[src/rtl/zoom_2x_frame_sequencer.sv]
// zoom_2x_frame_sequencer
// Walks the SRC_W x SRC_H source image in raster order. Each source pixel is
// read once and written to the four framebuffer locations of its 2x2 block.
//
// Handshakes:
//   src RAM     : src_rd_en is a one-cycle read strobe; src_rd_data is valid
//                 in the following cycle (1-cycle synchronous RAM).
//   framebuffer : dst_wr_en acts as valid and dst_wr_ready as ready. A write
//                 transfers on a rising edge where both are high. While valid is
//                 high and ready is low, dst_wr_addr, dst_wr_data and quad_idx
//                 are held stable. dst_wr_ready is ignored outside WR.
//   host        : start is sampled only in IDLE. busy covers RD_ADDR..DONE.
//                 done pulses for one cycle after the last write is accepted.
module zoom_2x_frame_sequencer #(
    parameter int SRC_W  = 160,
    parameter int SRC_H  = 120,
    parameter int SRC_AW = 15,
    parameter int DST_AW = 17
) (
    input  logic              clk,
    input  logic              reset_n,
    input  logic              start,
    output logic              busy,
    output logic              done,
    output logic              src_rd_en,
    output logic [SRC_AW-1:0] src_rd_addr,
    input  logic [7:0]        src_rd_data,
    output logic              dst_wr_en,
    output logic [DST_AW-1:0] dst_wr_addr,
    output logic [7:0]        dst_wr_data,
    input  logic              dst_wr_ready,
    output logic [1:0]        quad_idx,
    output logic [2:0]        dbg_state_o
);

    localparam int COL_W = (SRC_W > 1) ? $clog2(SRC_W) : 1;
    localparam int ROW_W = (SRC_H > 1) ? $clog2(SRC_H) : 1;

    localparam logic [COL_W-1:0]  COL_LAST = COL_W'(SRC_W - 1);
    localparam logic [ROW_W-1:0]  ROW_LAST = ROW_W'(SRC_H - 1);
    // One destination line is twice the source width.
    localparam logic [DST_AW-1:0] DST_LINE = DST_AW'(2 * SRC_W);
    // Moving from the last block of a row to the first block of the next row
    // skips the odd destination line: base goes from 4W*r + 2(W-1) to 4W*(r+1).
    localparam logic [DST_AW-1:0] DST_WRAP = DST_AW'(2 * SRC_W + 2);
    localparam logic [DST_AW-1:0] DST_STEP = DST_AW'(2);

    typedef enum logic [2:0] {
        S_IDLE    = 3'd0,
        S_RD_ADDR = 3'd1,
        S_RD_WAIT = 3'd2,
        S_WR      = 3'd3,
        S_DONE    = 3'd4
    } state_t;

    state_t              state_q;
    logic [ROW_W-1:0]    row_q;
    logic [COL_W-1:0]    col_q;
    logic [1:0]          quad_q;
    logic [DST_AW-1:0]   dst_base_q;     // address of quadrant 0 of the current block
    logic                busy_q;
    logic                done_q;
    logic                src_rd_en_q;
    logic [SRC_AW-1:0]   src_addr_q;     // doubles as the raster pixel counter
    logic                dst_wr_en_q;
    logic [DST_AW-1:0]   dst_addr_q;
    logic [7:0]          pix_q;

    logic [1:0]          quad_d;
    logic [DST_AW-1:0]   dst_quad_addr_d;
    logic                last_pixel_d;

    // Next quadrant index and its destination address within the current block.
    always_comb begin
        quad_d          = quad_q + 2'd1;
        dst_quad_addr_d = dst_base_q
                        + (quad_d[1] ? DST_LINE : '0)
                        + {{(DST_AW-1){1'b0}}, quad_d[0]};
        last_pixel_d    = (row_q == ROW_LAST) && (col_q == COL_LAST);
    end

    // Frame FSM: raster walk, read-then-four-writes per pixel, registered outputs.
    always_ff @(posedge clk or negedge reset_n) begin
        if (!reset_n) begin
            state_q     <= S_IDLE;
            row_q       <= '0;
            col_q       <= '0;
            quad_q      <= '0;
            dst_base_q  <= '0;
            busy_q      <= 1'b0;
            done_q      <= 1'b0;
            src_rd_en_q <= 1'b0;
            src_addr_q  <= '0;
            dst_wr_en_q <= 1'b0;
            dst_addr_q  <= '0;
            pix_q       <= '0;
        end else begin
            case (state_q)
                S_IDLE: begin
                    if (start) begin
                        row_q       <= '0;
                        col_q       <= '0;
                        quad_q      <= '0;
                        dst_base_q  <= '0;
                        src_addr_q  <= '0;
                        src_rd_en_q <= 1'b1;
                        busy_q      <= 1'b1;
                        state_q     <= S_RD_ADDR;
                    end
                end
                S_RD_ADDR: begin
                    src_rd_en_q <= 1'b0;
                    state_q     <= S_RD_WAIT;
                end
                S_RD_WAIT: begin
                    pix_q       <= src_rd_data;
                    quad_q      <= '0;
                    dst_addr_q  <= dst_base_q;
                    dst_wr_en_q <= 1'b1;
                    state_q     <= S_WR;
                end
                S_WR: begin
                    if (dst_wr_ready) begin
                        if (quad_q != 2'd3) begin
                            quad_q     <= quad_d;
                            dst_addr_q <= dst_quad_addr_d;
                        end else begin
                            dst_wr_en_q <= 1'b0;
                            if (last_pixel_d) begin
                                done_q  <= 1'b1;
                                state_q <= S_DONE;
                            end else begin
                                if (col_q == COL_LAST) begin
                                    col_q      <= '0;
                                    row_q      <= row_q + 1'b1;
                                    dst_base_q <= dst_base_q + DST_WRAP;
                                end else begin
                                    col_q      <= col_q + 1'b1;
                                    dst_base_q <= dst_base_q + DST_STEP;
                                end
                                src_addr_q  <= src_addr_q + 1'b1;
                                src_rd_en_q <= 1'b1;
                                state_q     <= S_RD_ADDR;
                            end
                        end
                    end
                end
                S_DONE: begin
                    done_q  <= 1'b0;
                    busy_q  <= 1'b0;
                    state_q <= S_IDLE;
                end
                default: begin
                    state_q     <= S_IDLE;
                    busy_q      <= 1'b0;
                    done_q      <= 1'b0;
                    src_rd_en_q <= 1'b0;
                    dst_wr_en_q <= 1'b0;
                end
            endcase
        end
    end

    assign busy        = busy_q;
    assign done        = done_q;
    assign src_rd_en   = src_rd_en_q;
    assign src_rd_addr = src_addr_q;
    assign dst_wr_en   = dst_wr_en_q;
    assign dst_wr_addr = dst_addr_q;
    assign dst_wr_data = pix_q;
    assign quad_idx    = quad_q;
    assign dbg_state_o = state_q;

endmodule
[config.mk]
export PLATFORM = sky130hd
export DESIGN_NAME = zoom_2x_frame_sequencer
export DESIGN_NICKNAME = d
export VERILOG_FILES = /design/src/rtl/zoom_2x_frame_sequencer.sv
export SDC_FILE = /design/constraint.sdc
export NUM_CORES = 1
export LEC_CHECK = 0
export CAP_MARGIN = 5
export CORE_UTILIZATION = 40
export DETAILED_ROUTE_END_ITERATION = 16
export GPL_TIMING_DRIVEN = 1
export HOLD_SLACK_MARGIN = 0.05
export SYNTH_ARGS = -nofsm -noshare
export SYNTH_HDL_FRONTEND = slang
export SYNTH_SLANG_ARGS = --single-unit
[constraint.sdc]
create_clock -name clk -period 2.6 [get_ports clk]
set_input_delay 0.26 -clock clk [delete_from_list [all_inputs] [get_ports clk]]
set_output_delay 0.26 -clock clk [all_outputs]
set_load 0.005 [all_outputs]
**Word-level counts from Yosys, hierarchy flattened**

Index checks and enable logic that the tools add are counted.

- Bits of input ports: 12
- Output and inout port bits: 49
- Word-level logic and storage cells: 105
- Bits in registers: 81

- Add/subtract/negate cells: 8
- Multiplexer cells: 49
- Equality and inequality tests: 14
- Bitwise gates (word level): 4
- Reductions and logical operators: 18

Operators with widths:

| cell | number |
|---|---|
| $mux W17 | 7 |
| $pmux W17 S2 | 2 |
| $mux W15 | 4 |
| $mux W8 | 5 |
| $mux W7 | 5 |
| $pmux W15 S2 | 1 |
| $add A17 B1 Y17 | 1 |
| $add A17 B2 Y17 const B | 1 |
| $add A17 B9 Y17 | 1 |
| $add A17 B9 Y17 const B | 1 |
| $ne A2 B2 Y1 const B | 8 |
| $pmux W8 S2 | 1 |
| $add A15 B1 Y15 const B | 1 |
| $pmux W7 S2 | 1 |
| $mux W3 | 4 |
| $pmux W3 S4 | 1 |
| $reduce_and A5 Y1 | 2 |
| $mux W1 | 9 |
| $mux W9 | 1 |
| $reduce_and A3 Y1 | 3 |
| $reduce_or A3 Y1 | 3 |
| $add A8 B1 Y8 const B | 1 |
| $eq A8 B8 Y1 const B | 1 |
| $reduce_and A4 Y1 | 2 |
| 18 further kinds | 27 |

**Longest topological paths before layout**

Gate-level depths: netlist (run 1).

- Word-level depth: 7
- Depth in mapped cells: 9
- Depth with buffers taken out: 9

**Worst setup path before layout (run 1)**

OpenSTA, ideal clock, no wires.

- Path type: flip-flop to flip-flop
- From: reg col_q[5]
- To: reg dst_base_q[15]
- Path slack: 93 ps
- Stages on the path, launching flop included: 9
- Data arrival time: 2428 ps
- Setup time: 78 ps
- Period minus slack after synthesis: 2507 ps
- Cell sequence: dfrtp_1 or3b_1 nor2_1 ha_1 nand4_1 o21ai_0 o211ai_2 or4_1 a21oi_1

- Cells in the longest elaborated chain, start to end: 6

Ends and longest elaborated chain:

| element | RTL line | text |
|---|---|---|
| start, declared | 58 | `logic [COL_W-1:0] col_q;` |
| start signal, assigned | 138 | `col_q <= col_q + 1'b1;` |
| $eq A8 B8 Y1 * | 79, 133 |  |
| $mux W17 | 133 | `if (col_q == COL_LAST) begin` |
| $mux W17 | 129 | `if (last_pixel_d) begin` |
| $mux W17 | 124 | `if (quad_q != 2'd3) begin` |
| $mux W17 | 123 | `if (dst_wr_ready) begin` |
| $pmux W17 S2 | 98 | `case (state_q)` |
| end signal, assigned | 136 | `dst_base_q <= dst_base_q + DST_WRAP;` |
| end signal, assigned | 139 | `dst_base_q <= dst_base_q + DST_STEP;` |
| end, declared | 60 | `logic [DST_AW-1:0] dst_base_q;` |

Mark *: on every way between the ends. The rest lies on a longest branch, timed or not. The select of a mux whose other input is x is not followed.
A chain may end at the register's enable or synchronous reset.

**Worst setup path in the final report (run 1)**

- From: reg col_q[5]
- To: reg dst_base_q[14]

The elaborated chain is that of the path after synthesis.

==> impl_results.md, run 1 <==
- CP arrival: 2.74 ns
- Area delta synth->final: 25.8%
- Slowest cell delay on critical path: roughly 0.48 ns
- Distinct cells, synth: 46
- First-pass GRT wire length: ~18000 microns
- Total vias in the final route: approximately 3600
- Gate power share: 36.1%
- Area leader, netlist: dfrtp_1
- Reg2Reg Launch Point: col_q[5]
- Static leakage: about 2.2 nW
- Max-cap violations: 0
- Fillers: 923
- CP Launch Point: col_q[5]
- FF/Latch Area: around 2000 sq um
- Mapped Area: between 4000 and 5000 sq um
- Number of antenna violations at the first check in global routing: 0
- PwrDens: just under 800 nW/um^2
- YS warnings: 0
- Die Width: 104 microns
- Critical path endpoint category: register
- # IOs: a little over 60
- Slew at the pin with the worst max-slew slack: ~0.67 ns
- Routed WL per cell: ~15 microns
- Final setup viols: 0
- Share of the synthesized area in the top cell type: between 40 and 50%
- Final wirelength: 10200 microns
- CTS tree: done
- Core Util, Final: between 50% and 60%
- Required time of the critical path: roughly 2.9 ns
- Core area: approximately 10000 sq um
- Skew final: about 0.0086 ns
- First drt pass iteration count: 4
- Slowest stage cell, crit path: or3b_1
- CTS buffer count: 9
- Avg Cell Area, Syn: approximately 9.2 sq um
- DP Worst Slack: approximately 0.037 ns
- Hold WS: about 0.44 ns
- Unrepaired setup endpoints after global routing: no
- Multi-input gate area: about 2100 sq um
- DRC Markers: 0
- Switching share of total power: between 30% and 40%
- Predominant post-synthesis flop cell: dfrtp_1
- CTS root buffer: clkbuf_8
- Slew headroom: ~55%
- Slew Viols, Final: 0
- RePlAce Congestion: roughly 0.86
- Initial core utilization: between 40% and 50%
- Startpoint Class: register
- Post-Route Setup TNS: 0 ns
- Crit path kind: reg -> reg
- Post-synthesis sequential area ratio: approximately half
- EDFF count, synth: 0
- Final Hold Violating Endpoints: 0
- Worst R2R End: dst_base_q[14]
- Achievable Freq: 407 MHz
- M1 GR Usage: 26.3%
- Worst R2R Setup Slack: about 0.14 ns
- Largest net degree at the start of global routing: 44
- Psw: approximately 1.4 mW
- Tmin final: approximately 2.5 ns
- Row count: 36
- Antenna cell count: 0
- Tcrit/Tclk final: between 90% and 100%
- Clock Sinks: 80
- Worst Hold Class: in -> async
- CP max FO: 5
- Detailed Place HPWL: ~7300 microns
- GR peak layer: met2
- Internal Dissipation: between 2 and 3 mW
- Syn Nets: roughly 480
- Syn Inst Count: 454
- Clock latency on the worst-skew pair: approximately 0.35 ns
- Worst VDD drop: 0.461 mV
- Crit-path cells: or3b_1 > nor2_4 > ha_1 > nand4_1 > o31ai_2 > o211ai_1 > or3_1 > a21oi_1
- Status: finished, final reports clean
- DR iter-0 viols: 143
- Clock transition at path regs: approximately 0.08 ns
- Asr flop ratio synth: between 90% and 100%
- Grt met2 use: about a third
- # H-tree levels: 3
- Nets: 549
- Worst R2R Path Depth: 8
- Number of vias per cell: between 5 and 6
- Register bit total from synthesis: 80
- Area contributors post-synth: dfrtp_1 48%, o21ai_0 6.2%, nand2_1 5.1%
- I/O Buffers: 60
- Final setup margin: approximately 0.14 ns
- Tot GR Track Use: between 20 and 25%
- Number of global-route vias before repair: 3572
- DIE AREA: around 11000 sq um
- Global Route met3 Usage: under 10%
- Flop pwr share: around two fifths
- Share of cells above drive strength 1: approximately a tenth
- CTS Buffer Depth: 2
- Routed Antenna Nets: 0
- Clock share of power: between 20% and 30%
- Gr ovfl total: 0
- Die Height: 104 microns
power by group through the flow:
stage / logic [mW] / clock network, mW / registers [mW]
4_1_cts: 1.49 / 0.927 / 1.72
3_5_place_dp: 1.49 / 0 / 1.74
5_1_grt: 1.65 / 0.978 / 1.76
6_report: 1.48 / 0.901 / 1.71
2_1_floorplan: 0.801 / 0 / 1.69
3_3_place_gp: 1.46 / 0 / 1.73
worst max-delay path: cells and delay by family (launching register included):
kind            cells  cell delay [ns]
compound gates      3             0.67
flops               1             0.42
fa+ha+maj           1             0.19
simple gates        4             1.12
synth_stat cells (3+ instances only):
cell type  number
a21o_1          4
clkbuf_1       17
nand4_1        14
nand2_1        57
nand3_1        17
and3_1          6
dfrtp_1        80
buf_2           4
o31ai_1        12
nor3_1          8
nand2b_1        8
or3_1          15
mux2_2          9
xor2_1         10
o21ai_0        52
xnor2_1         8
inv_1           9
ha_1           10
nor2_1         32
a21oi_1        31
or4_1           3
and2_1          6
a31oi_1        10
through the flow:
step / area, sq um / total power, mW / instances
global route: 5240 / 4.39 / 665
floorplan: 4170 / 2.49 / 454
CTS: 5230 / 4.14 / 665
detailed placement: 5030 / 3.23 / 648
finish: 5240 / 4.09 / 665
global placement: 5030 / 3.19 / 648
worst max-delay path by stage:
stage	to	slack, ns	cells past startpoint
after global routing	dst_base_q[12]	0.0008	9
final	dst_base_q[14]	0.14	8
after CTS	dst_base_q[14]	0.01	8
after global placement	dst_base_q[15]	0.13	8
after floorplan	dst_base_q[15]	0.09	8
after detailed placement	dst_base_q[14]	0.04	8
final cells by class:
cell class / count / area share, %
tap: 133 / 3.17
clock buffer: 11 / 2.51
clock inverter: 5 / 1.10
inverter: 9 / 0.645
sequential: 80 / 38.2
multi-input combinational: 343 / 39.2
timing repair buffer: 84 / 15.1
flip-flops by register name (all words and copies together) (netlist names), 2 cells and up:
name         cells
src_rd_addr     15
quad_idx         2
dst_wr_data      8
dst_wr_addr     17
dbg_state_o      3
col_q            8
dst_base_q      16
row_q            7
placed cells by master, fill, tap and decap left out, drive strengths merged, types with 9 or more instances in the layout:
cell,count
a21oi,32
a31oi,10
buf,24
clkbuf,11
clkdlybuf4s50,59
dfrtp,80
ha,10
inv,9
mux2,9
nand2,57
nand3,17
nand4,14
nor2,32
o21ai,53
o31ai,12
or3,15
xor2,10
per-layer routing:
metal | vias up | share of wire [%] | wire (microns)
met3 | 14 | 3.7 | 380
met5 | - | 0 | 0
met4 | 0 | 1.5 | 154
met1 | 1728 | 46 | 4680
li1 | 1783 | - | -
met2 | 83 | 49 | 5010
logic make-up (layout without fill, tap and decap cells):
kind of cell,after synthesis,in the layout,synth area share [%]
muxes,11,11,2.91
xor gates and xnor gates,18,18,3.78
buffers and inverters,31,109,2.91
DFF,80,80,48.0
AOI/OAI and AO/OA,126,126,18.2
adders and majority gates,10,10,3.00
and+or+nand+nor,177,177,21.1
other,1,1,0.0900
repair_timing:
item	4_1_cts	5_1_grt
gates resized for setup	0	4
buffers inserted	0	0
endpoints found under the hold margin	41	0
hold buffers	1	0
setup endpoints to repair	0	5
(Power assumes the default switching activity.)
==> run 2, diff against run 1 <==
- CELL_PAD_IN_SITES_DETAIL_PLACEMENT: unset -> 1
- CELL_PAD_IN_SITES_GLOBAL_PLACEMENT: unset -> 1
- CORE_UTILIZATION: 40 -> 37
- PLACE_DENSITY_LB_ADDON: unset -> 0.1
==> run 2 against run 1 <==
Combinational power grew 5%; via count grew 2.1%; maximum frequency grew 1.2%; worst setup slack gained 0.030 ns; largest power group unchanged; critical path type unchanged; power grew 2.9%.
==> impl_results.md, run 2 (same netlist as run 1, synthesis figures left out) <==
- # H-tree levels: 3
- DR iter-0 viols: 126
- Crit-path cells: or3b_4 > nor2_2 > ha_1 > nand4_1 > o21ai_1 > o211ai_2 > or4_1 > a21oi_1
- Tcrit/Tclk final: 93.4%
- Worst VDD drop: approximately 0.43 mV
- Largest net degree at the start of global routing: 45
- # IOs: 61
- Number of global-route vias before repair: 3725
- Slew at the pin with the worst max-slew slack: roughly 0.58 ns
- Final setup viols: 0
- Psw: around 1.4 mW
- Antenna cell count: 0
- Clock latency on the worst-skew pair: 0.38 ns
- Tmin final: roughly 2.4 ns
- Core area: between 10000 and 15000 sq um
- Routed Antenna Nets: 0
- Area delta synth->final: 27.2%
- First-pass GRT wire length: around 19000 microns
- Gr ovfl total: 0
- Top delay family on crit path: simple AND/OR/NAND/NOR gates
- Achievable Freq: about 410 MHz
- Routed WL per cell: 16.7 microns
- DIE AREA: between 10000 and 15000 sq um
- Final instance area: between 5000 and 6000 sq um
- CP arrival: between 2 and 3 ns
- Number of vias per cell: between 5 and 6
- Nets: around 550
- Detailed Place HPWL: between 8000 and 9000 microns
- Crit path kind: reg -> reg
- Row count: 38
- CTS buffer count: 9
- Switching share of total power: 34.4%
- Critical path buffers and inverters: 0
- Max-cap violations: 0
- Most frequent cells in the layout: 80 x dfrtp_1, 59 x clkdlybuf4s50_1, 57 x nand2_1
- Gate power share: approximately 37%
- Hold WS: 0.389 ns
- Post-Route Setup TNS: 0 ns
- DRC Markers: 0
- Status: finished, final reports clean
- PwrDens: slightly below 800 nW/um^2
- CTS Buffer Depth: 2
- Clock share of power: a little under a quarter
- Clock transition at path regs: around 0.080 ns
- CTS tree: done
- Initial core utilization: 38.3%
- Slew Viols, Final: 0
- Total vias in the final route: around 3700
- Required time of the critical path: between 2 and 3 ns
- Die Height: 108 microns
- Internal Dissipation: between 2 and 3 mW
- I/O Buffers: 60
- Final wirelength: ~11000 microns
- Flop pwr share: approximately two fifths
- Total Power: 4.21 mW
- Slowest stage cell, crit path: or4_1
- First drt pass iteration count: 4
- Critical path endpoint category: register
- Tot GR Track Use: 21.2%
- RePlAce Congestion: about 0.81
- Skew final: about 0.011 ns
- Commonest non-fill, non-tap cell in the layout: dfrtp_1
- Share of cells above drive strength 1: 11.3%
- Slew headroom: 60.6%
- Die Width: approximately 110 microns
- Number of antenna violations at the first check in global routing: 0
- Worst Hold Class: in -> async
- CTS root buffer: clkbuf_8
- Static leakage: ~2.2 nW
- Flip-flop count of the largest register after layout: 17
- CP max FO: 5
- Slowest cell delay on critical path: between 0.4 and 0.5 ns
- Placed Instance Area: ~5100 sq um
- Clock Sinks: 80
- Startpoint Class: register
- Final Hold Violating Endpoints: 0
==> run 2: stage by stage <==
| stage | setup slack, ns | std cells | util [%] |
|---|---|---|---|
| after floorplan | 0.0933 | 454 | - |
| after global placement | 0.197 | 656 | 46.6 |
| after detailed placement | 0.0689 | 656 | 46.6 |
| after CTS | 0.0474 | 671 | 48.4 |
| after global routing | -0.00393 | 673 | 48.7 |
| final | 0.170 | 673 | 48.7 |
==> run 2: layer usage <==
metal,wire (microns),global-route usage [%],vias to the layer above
met1,5570,29.7,1839
met5,0,0,-
met3,316,3.25,14
met2,5150,32.8,50
li1,-,-,1781
met4,178,8.51,0
==> run 2: power by group through the flow <==
stage | registers [mW] | clock network, mW | logic (mW)
floorplan | 1.69 | 0 | 0.801
global placement | 1.72 | 0 | 1.51
detailed placement | 1.74 | 0 | 1.55
CTS | 1.71 | 0.985 | 1.56
global route | 1.74 | 1.04 | 1.72
finish | 1.71 | 0.955 | 1.55
==> run 2: path summary, 6_finish.rpt <==
kind	slack (ns)	startpoint	endpoint	cells after the start
max	0.17	col_q[5]	dst_base_q[15]	8
min	0.39	reset_n	src_rd_addr[6]	2
max reg2reg	0.17	col_q[5]	dst_base_q[15]	8
min reg2reg	0.48	dst_wr_addr[14]	dst_wr_addr[14]	2
max in group asynchronous	1.59	reset_n	dst_base_q[6]	3
min in group clk	0.48	dst_wr_addr[14]	dst_wr_addr[14]	2
==> run 2: worst reg2reg max path, delay by kind of cell, from the launching register on <==
family                     cells  cell delay (ns)
AOI/OAI and AO/OA              3             0.51
adders and majority gates      1             0.20
and+or+nand+nor                4             1.21
DFF                            1             0.42
==> run 2: layout make-up <==
cell class	count	area (sq um)
Clock buffer	11	151
Clock inverter	3	42.5
Fill cell	1251	5590
Inverter	9	33.8
Multi-Input combinational cell	343	2060
Sequential cell	80	2000
Tap cell	140	175
Timing Repair Buffer	87	841
==> run 2: repair_timing <==
item / 4_1_cts / 5_1_grt
endpoints found under the hold margin: 36 / 0
setup buffers: 0 / 2
setup endpoints to repair: 0 / 6
hold buffers: 1 / 0
resized for setup: 0 / 5
==> run 3, diff against run 2 <==
- ABC_CLOCK_PERIOD_IN_PS: unset -> 2600
- CAP_MARGIN: 5 -> unset
==> results of run 3 <==
The final DEF is identical to that of run 2; final timing and power are the same.
